[config.mk]
export PLATFORM = sky130hd
export DESIGN_NAME = branch_ctrl_flat
export DESIGN_NICKNAME = d
export VERILOG_FILES = /design/src/rtl/branch_pkg.sv /design/src/rtl/branch_ctrl_if.sv /design/src/rtl/sat_counter.sv /design/src/rtl/branch_ctrl.sv /design/src/flat_wrapper.sv
export SDC_FILE = /design/constraint.sdc
export NUM_CORES = 1
export LEC_CHECK = 0
export ABC_AREA = 1
export BUFFER_PORTS_ARGS = -buffer_cell sky130_fd_sc_hd__buf_4
export CAP_MARGIN = 40
export CORE_AREA = 3 3 157 159
export CTS_CLUSTER_DIAMETER = 150
export DETAILED_ROUTE_END_ITERATION = 6
export DIE_AREA = 0 0 160 162
export GPL_ROUTABILITY_DRIVEN = 0
export PLACE_DENSITY = 0.66
export SYNTH_ARGS = -nofsm -noshare
export SYNTH_HDL_FRONTEND = slang
export SYNTH_SLANG_ARGS = --single-unit
[constraint.sdc]
create_clock -name clk_i -period 2.4 [get_ports clk_i]
set_input_delay 0.12 -clock clk_i [delete_from_list [all_inputs] [get_ports clk_i]]
set_output_delay 0.12 -clock clk_i [all_outputs]
set_load 0.005 [all_outputs]
[src/rtl/branch_pkg.sv]
// Shared decode constants, FSM state type and immediate extraction for the
// branch controller slice.
package branch_pkg;

  localparam logic [6:0] OP_BRANCH = 7'b1100011;
  localparam logic [6:0] OP_JAL    = 7'b1101111;
  localparam logic [6:0] OP_JALR   = 7'b1100111;

  localparam logic [2:0] F3_BEQ  = 3'b000;
  localparam logic [2:0] F3_BNE  = 3'b001;
  localparam logic [2:0] F3_BLT  = 3'b100;
  localparam logic [2:0] F3_BGE  = 3'b101;
  localparam logic [2:0] F3_BLTU = 3'b110;
  localparam logic [2:0] F3_BGEU = 3'b111;

  typedef enum logic {
    ST_RUN  = 1'b0,
    ST_TRAP = 1'b1
  } stateT;

  typedef enum logic [1:0] {
    IMM_B = 2'd0,
    IMM_J = 2'd1,
    IMM_I = 2'd2
  } immFmtT;

  function automatic logic [31:0] extractImm(input logic [31:0] instr, input immFmtT fmt);
    logic [31:0] imm;
    case (fmt)
      IMM_B:   imm = {{20{instr[31]}}, instr[7], instr[30:25], instr[11:8], 1'b0};
      IMM_J:   imm = {{12{instr[31]}}, instr[19:12], instr[20], instr[30:21], 1'b0};
      IMM_I:   imm = {{20{instr[31]}}, instr[31:20]};
      default: imm = 32'h0000_0000;
    endcase
    return imm;
  endfunction

endpackage

[src/rtl/branch_ctrl_if.sv]
// Decoder/comparator-facing bundle of the branch controller.
interface branch_ctrl_if #(parameter int CNT_W = 16);
  logic [31:0]      instr_i;
  logic             instr_vld_i;
  logic             stall_i;
  logic [31:0]      rs1_data_i;
  logic             br_less_i;
  logic             br_equal_i;
  logic             clr_cnt_i;
  logic             br_un_o;
  logic             taken_o;
  logic [31:0]      pc_o;
  logic [31:0]      pc_four_o;
  logic             misalign_o;
  logic [31:0]      epc_o;
  logic [CNT_W-1:0] br_cnt_o;
  logic [CNT_W-1:0] taken_cnt_o;

  modport master (
    output instr_i, instr_vld_i, stall_i, rs1_data_i, br_less_i, br_equal_i, clr_cnt_i,
    input  br_un_o, taken_o, pc_o, pc_four_o, misalign_o, epc_o, br_cnt_o, taken_cnt_o
  );

  modport slave (
    input  instr_i, instr_vld_i, stall_i, rs1_data_i, br_less_i, br_equal_i, clr_cnt_i,
    output br_un_o, taken_o, pc_o, pc_four_o, misalign_o, epc_o, br_cnt_o, taken_cnt_o
  );
endinterface

[src/rtl/sat_counter.sv]
// Saturating up-counter with synchronous clear; clear has priority over increment.
module sat_counter #(
  parameter int CNT_W = 16
) (
  input  logic             clk,
  input  logic             rstN,
  input  logic             inc,
  input  logic             clr,
  output logic [CNT_W-1:0] cnt
);

  logic [CNT_W-1:0] cntR;

  // Counter register: clear, saturating increment or hold
  always_ff @(posedge clk or negedge rstN) begin
    if (!rstN) begin
      cntR <= {CNT_W{1'b0}};
    end else if (clr) begin
      cntR <= {CNT_W{1'b0}};
    end else if (inc && (cntR != {CNT_W{1'b1}})) begin
      cntR <= cntR + {{(CNT_W-1){1'b0}}, 1'b1};
    end else begin
      cntR <= cntR;
    end
  end

  assign cnt = cntR;

endmodule

[src/rtl/branch_ctrl.sv]
// Branch resolution and architectural PC owner: decodes control flow, resolves
// taken/not-taken, steers the PC and traps misaligned targets.
module branch_ctrl
  import branch_pkg::*;
#(
  parameter logic [31:0] RESET_PC = 32'h0000_0000,
  parameter logic [31:0] TRAP_PC  = 32'h0000_0100,
  parameter int          CNT_W    = 16
) (
  input  logic         clk_i,
  input  logic         rst_ni,
  branch_ctrl_if.slave bus
);

  stateT       stateR, stateS;
  logic [31:0] pcR, pcS, epcR, epcS;
  logic        misalignR, misalignS;
  logic [31:0] targetS, pcFourS;
  logic        isBranchS, isJalS, isJalrS, condTakenS, takenS, trapS, updateS;
  logic        brIncS, takenIncS;
  logic [6:0]  opcodeS;
  logic [2:0]  funct3S;

  assign opcodeS = bus.instr_i[6:0];
  assign funct3S = bus.instr_i[14:12];
  assign pcFourS = pcR + 32'd4;

  // Opcode decode and control-flow target generation
  always_comb begin
    isBranchS = 1'b0;
    isJalS    = 1'b0;
    isJalrS   = 1'b0;
    targetS   = pcFourS;
    case (opcodeS)
      OP_BRANCH: begin
        isBranchS = 1'b1;
        targetS   = pcR + extractImm(bus.instr_i, IMM_B);
      end
      OP_JAL: begin
        isJalS  = 1'b1;
        targetS = pcR + extractImm(bus.instr_i, IMM_J);
      end
      OP_JALR: begin
        isJalrS = 1'b1;
        targetS = (bus.rs1_data_i + extractImm(bus.instr_i, IMM_I)) & ~32'h0000_0001;
      end
      default: begin
        targetS = pcFourS;
      end
    endcase
  end

  // Conditional outcome from the comparator flags; funct3 010/011 never take
  always_comb begin
    condTakenS = 1'b0;
    case (funct3S)
      F3_BEQ:           condTakenS = bus.br_equal_i;
      F3_BNE:           condTakenS = ~bus.br_equal_i;
      F3_BLT, F3_BLTU:  condTakenS = bus.br_less_i;
      F3_BGE, F3_BGEU:  condTakenS = ~bus.br_less_i;
      default:          condTakenS = 1'b0;
    endcase
  end

  assign takenS  = bus.instr_vld_i & (isJalS | isJalrS | (isBranchS & condTakenS));
  assign trapS   = takenS & targetS[1];
  // No instruction retires during the trap cycle
  assign updateS = bus.instr_vld_i & ~bus.stall_i & (stateR == ST_RUN);

  // State and architectural registers
  always_ff @(posedge clk_i or negedge rst_ni) begin
    if (!rst_ni) begin
      stateR    <= ST_RUN;
      pcR       <= RESET_PC;
      epcR      <= 32'h0000_0000;
      misalignR <= 1'b0;
    end else begin
      stateR    <= stateS;
      pcR       <= pcS;
      epcR      <= epcS;
      misalignR <= misalignS;
    end
  end

  // Next-state and next-PC selection
  always_comb begin
    stateS    = stateR;
    pcS       = pcR;
    epcS      = epcR;
    misalignS = 1'b0;
    case (stateR)
      ST_RUN: begin
        if (updateS) begin
          if (trapS) begin
            pcS       = TRAP_PC;
            epcS      = pcR;
            misalignS = 1'b1;
            stateS    = ST_TRAP;
          end else if (takenS) begin
            pcS = targetS;
          end else begin
            pcS = pcFourS;
          end
        end else begin
          pcS = pcR;
        end
      end
      ST_TRAP: begin
        stateS = ST_RUN;
      end
      default: begin
        stateS = ST_RUN;
      end
    endcase
  end

  assign brIncS    = updateS & isBranchS;
  assign takenIncS = brIncS & takenS;

  sat_counter #(.CNT_W(CNT_W)) uBrCnt (
    .clk  (clk_i),
    .rstN (rst_ni),
    .inc  (brIncS),
    .clr  (bus.clr_cnt_i),
    .cnt  (bus.br_cnt_o)
  );

  sat_counter #(.CNT_W(CNT_W)) uTakenCnt (
    .clk  (clk_i),
    .rstN (rst_ni),
    .inc  (takenIncS),
    .clr  (bus.clr_cnt_i),
    .cnt  (bus.taken_cnt_o)
  );

  assign bus.br_un_o    = isBranchS & bus.instr_i[13];
  assign bus.taken_o    = takenS;
  assign bus.pc_o       = pcR;
  assign bus.pc_four_o  = pcFourS;
  assign bus.misalign_o = misalignR;
  assign bus.epc_o      = epcR;

endmodule
[src/flat_wrapper.sv]
// flat-port wrapper written by rule: the top's interface ports become plain ports
module branch_ctrl_flat import branch_pkg::*;
#(
  parameter logic [31:0] RESET_PC = 32'h0000_0000,
  parameter logic [31:0] TRAP_PC  = 32'h0000_0100,
  parameter int          CNT_W    = 16
)
  (clk_i, rst_ni, bus_instr_i, bus_instr_vld_i, bus_stall_i, bus_rs1_data_i, bus_br_less_i, bus_br_equal_i, bus_clr_cnt_i, bus_br_un_o, bus_taken_o, bus_pc_o, bus_pc_four_o, bus_misalign_o, bus_epc_o, bus_br_cnt_o, bus_taken_cnt_o);
  branch_ctrl_if #(.CNT_W(CNT_W)) bus_i ();
  input  logic clk_i;
  input  logic rst_ni;
  input wire logic [$bits(bus_i.instr_i)-1:0] bus_instr_i;
  input wire logic [$bits(bus_i.instr_vld_i)-1:0] bus_instr_vld_i;
  input wire logic [$bits(bus_i.stall_i)-1:0] bus_stall_i;
  input wire logic [$bits(bus_i.rs1_data_i)-1:0] bus_rs1_data_i;
  input wire logic [$bits(bus_i.br_less_i)-1:0] bus_br_less_i;
  input wire logic [$bits(bus_i.br_equal_i)-1:0] bus_br_equal_i;
  input wire logic [$bits(bus_i.clr_cnt_i)-1:0] bus_clr_cnt_i;
  output wire logic [$bits(bus_i.br_un_o)-1:0] bus_br_un_o;
  output wire logic [$bits(bus_i.taken_o)-1:0] bus_taken_o;
  output wire logic [$bits(bus_i.pc_o)-1:0] bus_pc_o;
  output wire logic [$bits(bus_i.pc_four_o)-1:0] bus_pc_four_o;
  output wire logic [$bits(bus_i.misalign_o)-1:0] bus_misalign_o;
  output wire logic [$bits(bus_i.epc_o)-1:0] bus_epc_o;
  output wire logic [$bits(bus_i.br_cnt_o)-1:0] bus_br_cnt_o;
  output wire logic [$bits(bus_i.taken_cnt_o)-1:0] bus_taken_cnt_o;
  assign bus_i.instr_i = bus_instr_i;
  assign bus_i.instr_vld_i = bus_instr_vld_i;
  assign bus_i.stall_i = bus_stall_i;
  assign bus_i.rs1_data_i = bus_rs1_data_i;
  assign bus_i.br_less_i = bus_br_less_i;
  assign bus_i.br_equal_i = bus_br_equal_i;
  assign bus_i.clr_cnt_i = bus_clr_cnt_i;
  assign bus_br_un_o = bus_i.br_un_o;
  assign bus_taken_o = bus_i.taken_o;
  assign bus_pc_o = bus_i.pc_o;
  assign bus_pc_four_o = bus_i.pc_four_o;
  assign bus_misalign_o = bus_i.misalign_o;
  assign bus_epc_o = bus_i.epc_o;
  assign bus_br_cnt_o = bus_i.br_cnt_o;
  assign bus_taken_cnt_o = bus_i.taken_cnt_o;
  branch_ctrl #(.RESET_PC(RESET_PC), .TRAP_PC(TRAP_PC), .CNT_W(CNT_W)) u_core (.clk_i(clk_i), .rst_ni(rst_ni), .bus(bus_i));
endmodule
==> flow_results.xml <==
<?xml version="1.0" encoding="UTF-8"?>
<metrics>
  <group name="logic_synthesis">
    <metric name="yosys.area.top_type" unit="">nand2_1</metric>
    <metric name="synth-main-ff-cell" unit="">dfrtp_1</metric>
    <metric name="yosys-top-cells-area" unit="">nand2_1 (25%), dfrtp_1 (22%), inv_1 (11%)</metric>
    <metric name="synth_edf_count" unit="">0</metric>
    <metric name="ys_async_sr_fraction" unit="%">100.0</metric>
    <metric name="netlist_area" unit="um^2">10440</metric>
    <metric name="synth_cell_type_count" unit="">44</metric>
    <metric name="yosysWarnings" unit="">0</metric>
    <metric name="postSynthAreaPerCell" unit="um^2">5.684</metric>
    <metric name="synth.ff_latch_count" unit="">93</metric>
    <metric name="syn_inst" unit="">1836</metric>
    <metric name="share_of_the_synthesized_area_in_the_top_cell_type" unit="%">25.00</metric>
    <metric name="synth-seq-area-share" unit="%">22.30</metric>
  </group>
  <group name="route">
    <metric name="ant_nets" unit="">0</metric>
    <metric name="drcViolationCount" unit="">0</metric>
    <metric name="wirelength" unit="um">37090</metric>
    <metric name="drt_first_iter_violations" unit="">1094</metric>
    <metric name="num_vias" unit="">12180</metric>
    <metric name="wl_per_cell" unit="um">15.31</metric>
    <metric name="pre_antenna_drt_iters" unit="">6</metric>
    <metric name="drt-vias-per-instance" unit="">5.027</metric>
  </group>
  <group name="clock_tree">
    <metric name="clk_root_buffer_cell" unit="">clkbuf_16</metric>
    <metric name="ctsLongestPathBuffers" unit="">2</metric>
    <metric name="cts_tree" unit="">done</metric>
    <metric name="clock_latency" unit="ns">0.36</metric>
    <metric name="cts_buffers" unit="">9</metric>
    <metric name="cts_sinks" unit="">93</metric>
    <metric name="clk_pin_slew" unit="ns">0.07</metric>
    <metric name="htree_num_levels" unit="">3</metric>
  </group>
  <group name="worst_setup_path">
    <metric name="cp_max_fanout" unit="">4</metric>
    <metric name="critPathLaunchType" unit="">flip-flop</metric>
    <metric name="ff2ff_setup_slack" unit="ns">0.20</metric>
    <metric name="timing.critical_path.arrival" unit="ns">2.22</metric>
    <metric name="critical_path_class" unit="">reg2out</metric>
    <metric name="end_kind" unit="">output pin</metric>
    <metric name="cp.required" unit="ns">2.28</metric>
  </group>
  <group name="grt">
    <metric name="grt_start_max_net_pins" unit="">40</metric>
    <metric name="first_pass_grt_wire_length" unit="um">57960</metric>
    <metric name="initial_antenna_violation_count" unit="">0</metric>
    <metric name="first_global_vias" unit="">11080</metric>
    <metric name="grt_overflow_total" unit="">0</metric>
    <metric name="globalRouteTotalUtil" unit="%">27.65</metric>
  </group>
  <group name="floorplan">
    <metric name="floorplan.die.height" unit="um">162</metric>
    <metric name="dieArea" unit="um^2">25920</metric>
    <metric name="core_area" unit="um^2">23400</metric>
    <metric name="die-width" unit="um">160</metric>
    <metric name="row_count" unit="">56</metric>
    <metric name="io_pins" unit="">202</metric>
    <metric name="initial_cell_density_of_the_core" unit="%">44.59</metric>
  </group>
  <group name="cells_and_area">
    <metric name="area_growth_syn_to_layout" unit="%">27.73</metric>
    <metric name="nets" unit="">2236</metric>
    <metric name="multi_input_comb_area" unit="um^2">6939</metric>
    <metric name="num-fill-cells" unit="">2480</metric>
    <metric name="seq_area" unit="um^2">2338</metric>
    <metric name="post-route-cell-area" unit="um^2">13330</metric>
    <metric name="antenna-diode-count" unit="">0</metric>
    <metric name="layout-drive-gt1-share" unit="%">18.26</metric>
  </group>
  <group name="outcome">
    <metric name="run_status" unit="">complete, no violations</metric>
  </group>
  <group name="power">
    <metric name="power_per_cell_area" unit="nW/um^2">526.1</metric>
    <metric name="irDropWorstVdd" unit="V">0.0003929</metric>
    <metric name="p_leak" unit="nW">7.640</metric>
  </group>
  <group name="timing">
    <metric name="period_needed" unit="ns">2.338</metric>
    <metric name="postLayoutSetupSlackWorst" unit="ns">0.06225</metric>
    <metric name="drv_slew" unit="">0</metric>
    <metric name="max_slew_margin" unit="%">57.51</metric>
    <metric name="fmaxAchievable" unit="MHz">427.8</metric>
    <metric name="worst_slew_pin_slew" unit="ns">0.6373</metric>
    <metric name="timing.final.crit_share" unit="%">97.41</metric>
    <metric name="setup_viol" unit="">0</metric>
    <metric name="hold_ws" unit="ns">0.1292</metric>
    <metric name="hold_viol_final" unit="">0</metric>
    <metric name="skew" unit="ns">0.01219</metric>
    <metric name="grt_setup_unrepaired" unit="">true</metric>
  </group>
  <group name="place">
    <metric name="hpwl" unit="um">30280</metric>
    <metric name="numPortBuffers" unit="">195</metric>
    <metric name="placedInstanceArea" unit="um^2">12760</metric>
    <metric name="place_ws" unit="ns">-0.2680</metric>
  </group>
  <group name="min_path">
    <metric name="holdCritPathClass" unit="">in2reg</metric>
  </group>
  <group name="flow_run">
    <metric name="maxCapViolCount" unit="">0</metric>
  </group>
</metrics>
==> cells by family after synthesis <==
group / synth area share [%]
AND/OR/NAND/NOR: 45.50
buffers and inverters: 13.27
AO/OA/AOI/OAI: 7.338
XOR/XNOR: 3.441
flip-flops: 22.30
adder cells (fa/ha/maj): 8.106
other: 0.03594
==> worst max-delay path, stage by stage, from the launching register on <==
cell	delay (ns)
dfrtp_2	0.41
buf_4	0.13
nand3_1	0.15
nor3_4	0.35
nand3_1	0.11
nor2_1	0.18
inv_1	0.07
o21bai_1	0.26
inv_1	0.07
buf_4	0.14
==> metrics by stage <==
stage	utilization (%)	power [mW]	cells	setup TNS (ns)
final	56.96	7.012	2422	0
after global routing	56.96	7.529	2422	-0.02467
after global placement	54.52	5.288	2398	-2.040
after floorplan	-	3.806	1841	0
after detailed placement	54.52	5.327	2398	-2.935
after CTS	55.89	6.844	2415	0
==> flip-flops by register name, indices dropped and copies added, names as in the netlist <==
signal and count:
u_core.bus.epc_o 30, u_core.bus.misalign_o 1, u_core.bus.pc_o 30, u_core.uBrCnt.cnt 16, u_core.uTakenCnt.cnt 16
==> layout make-up <==
type | count | area share (%)
clock inverters | 5 | 0.4975
multi-input cells | 1391 | 52.06
clock buffers | 11 | 1.746
repair buffers | 279 | 16.01
flip-flops and latches | 93 | 17.54
well taps | 319 | 2.994
inverters | 324 | 9.143
==> placed cells by master (no fill, tap or decap), types with 10 or more instances in the layout <==
cell type and instances:
nand2_1 689, inv_1 309, buf_4 275, nor2_1 166, nand3_1 163, dfrtp_1 84, ha_1 61, a21oi_1 51
o21ai_0 38, xor2_1 35, o21ai_1 27, nor3_1 23, or2_2 15, nand4_1 13, nor2_2 13, inv_2 12
nand3b_1 10, nand2_2 10
==> final timing paths <==
kind	from	end	cells past startpoint
worst max-delay path	u_core.bus.pc_o[3]	bus_pc_four_o[17]	9
worst min-delay path	bus_clr_cnt_i	u_core.uBrCnt.cnt[10]	2
worst max register to register	u_core.bus.pc_o[9]	u_core.bus.pc_o[11]	11
worst min register to register	u_core.bus.epc_o[22]	u_core.bus.epc_o[22]	2
max in group asynchronous	rst_ni	u_core.uTakenCnt.cnt[15]	3
min in group asynchronous	rst_ni	u_core.uTakenCnt.cnt[12]	2
==> cells in the mapped netlist (3+ instances only) <==
master and count:
and2_1 6, nand2_1 695, ha_1 66, or2_2 16, o21ai_1 26, nor2_1 178, nor3_2 3, nand2_2 4
nand3_1 164, o21bai_1 7, buf_4 8, inv_2 12, inv_1 309, nand3b_1 10, nand4_2 3, nand4_1 13
o21a_1 3, o211ai_1 4, a21oi_1 54, o21ai_0 39, xnor2_1 4, nor3b_1 3, dfrtp_1 93, nor4_1 4
nor3_1 28, nand3_2 3, buf_2 10, clkbuf_1 13, xor2_1 37
==> routing by layer <==
layer	GRT usage [%]	wire length, um
met2	46.46	17070
met1	37.16	16630
met3	3.928	2495
met5	0	0
met4	8.126	892
==> power breakdown <==
part	total (mW)	leakage [nW]	switching, mW	internal (mW)
Clock	1.51	0.143	0.681	0.825
Combinational	3.58	6.24	2.11	1.47
Sequential	1.93	1.26	0.228	1.70
==> what timing repair did <==
action	in CTS	in global routing
gates resized for setup	3	48
gates cloned	0	0
setup endpoints to repair	2	29
hold endpoints to repair	37	0
hold buffers	1	0
pin swaps	0	5
buffers inserted	0	7
(Power assumes the default switching activity.)
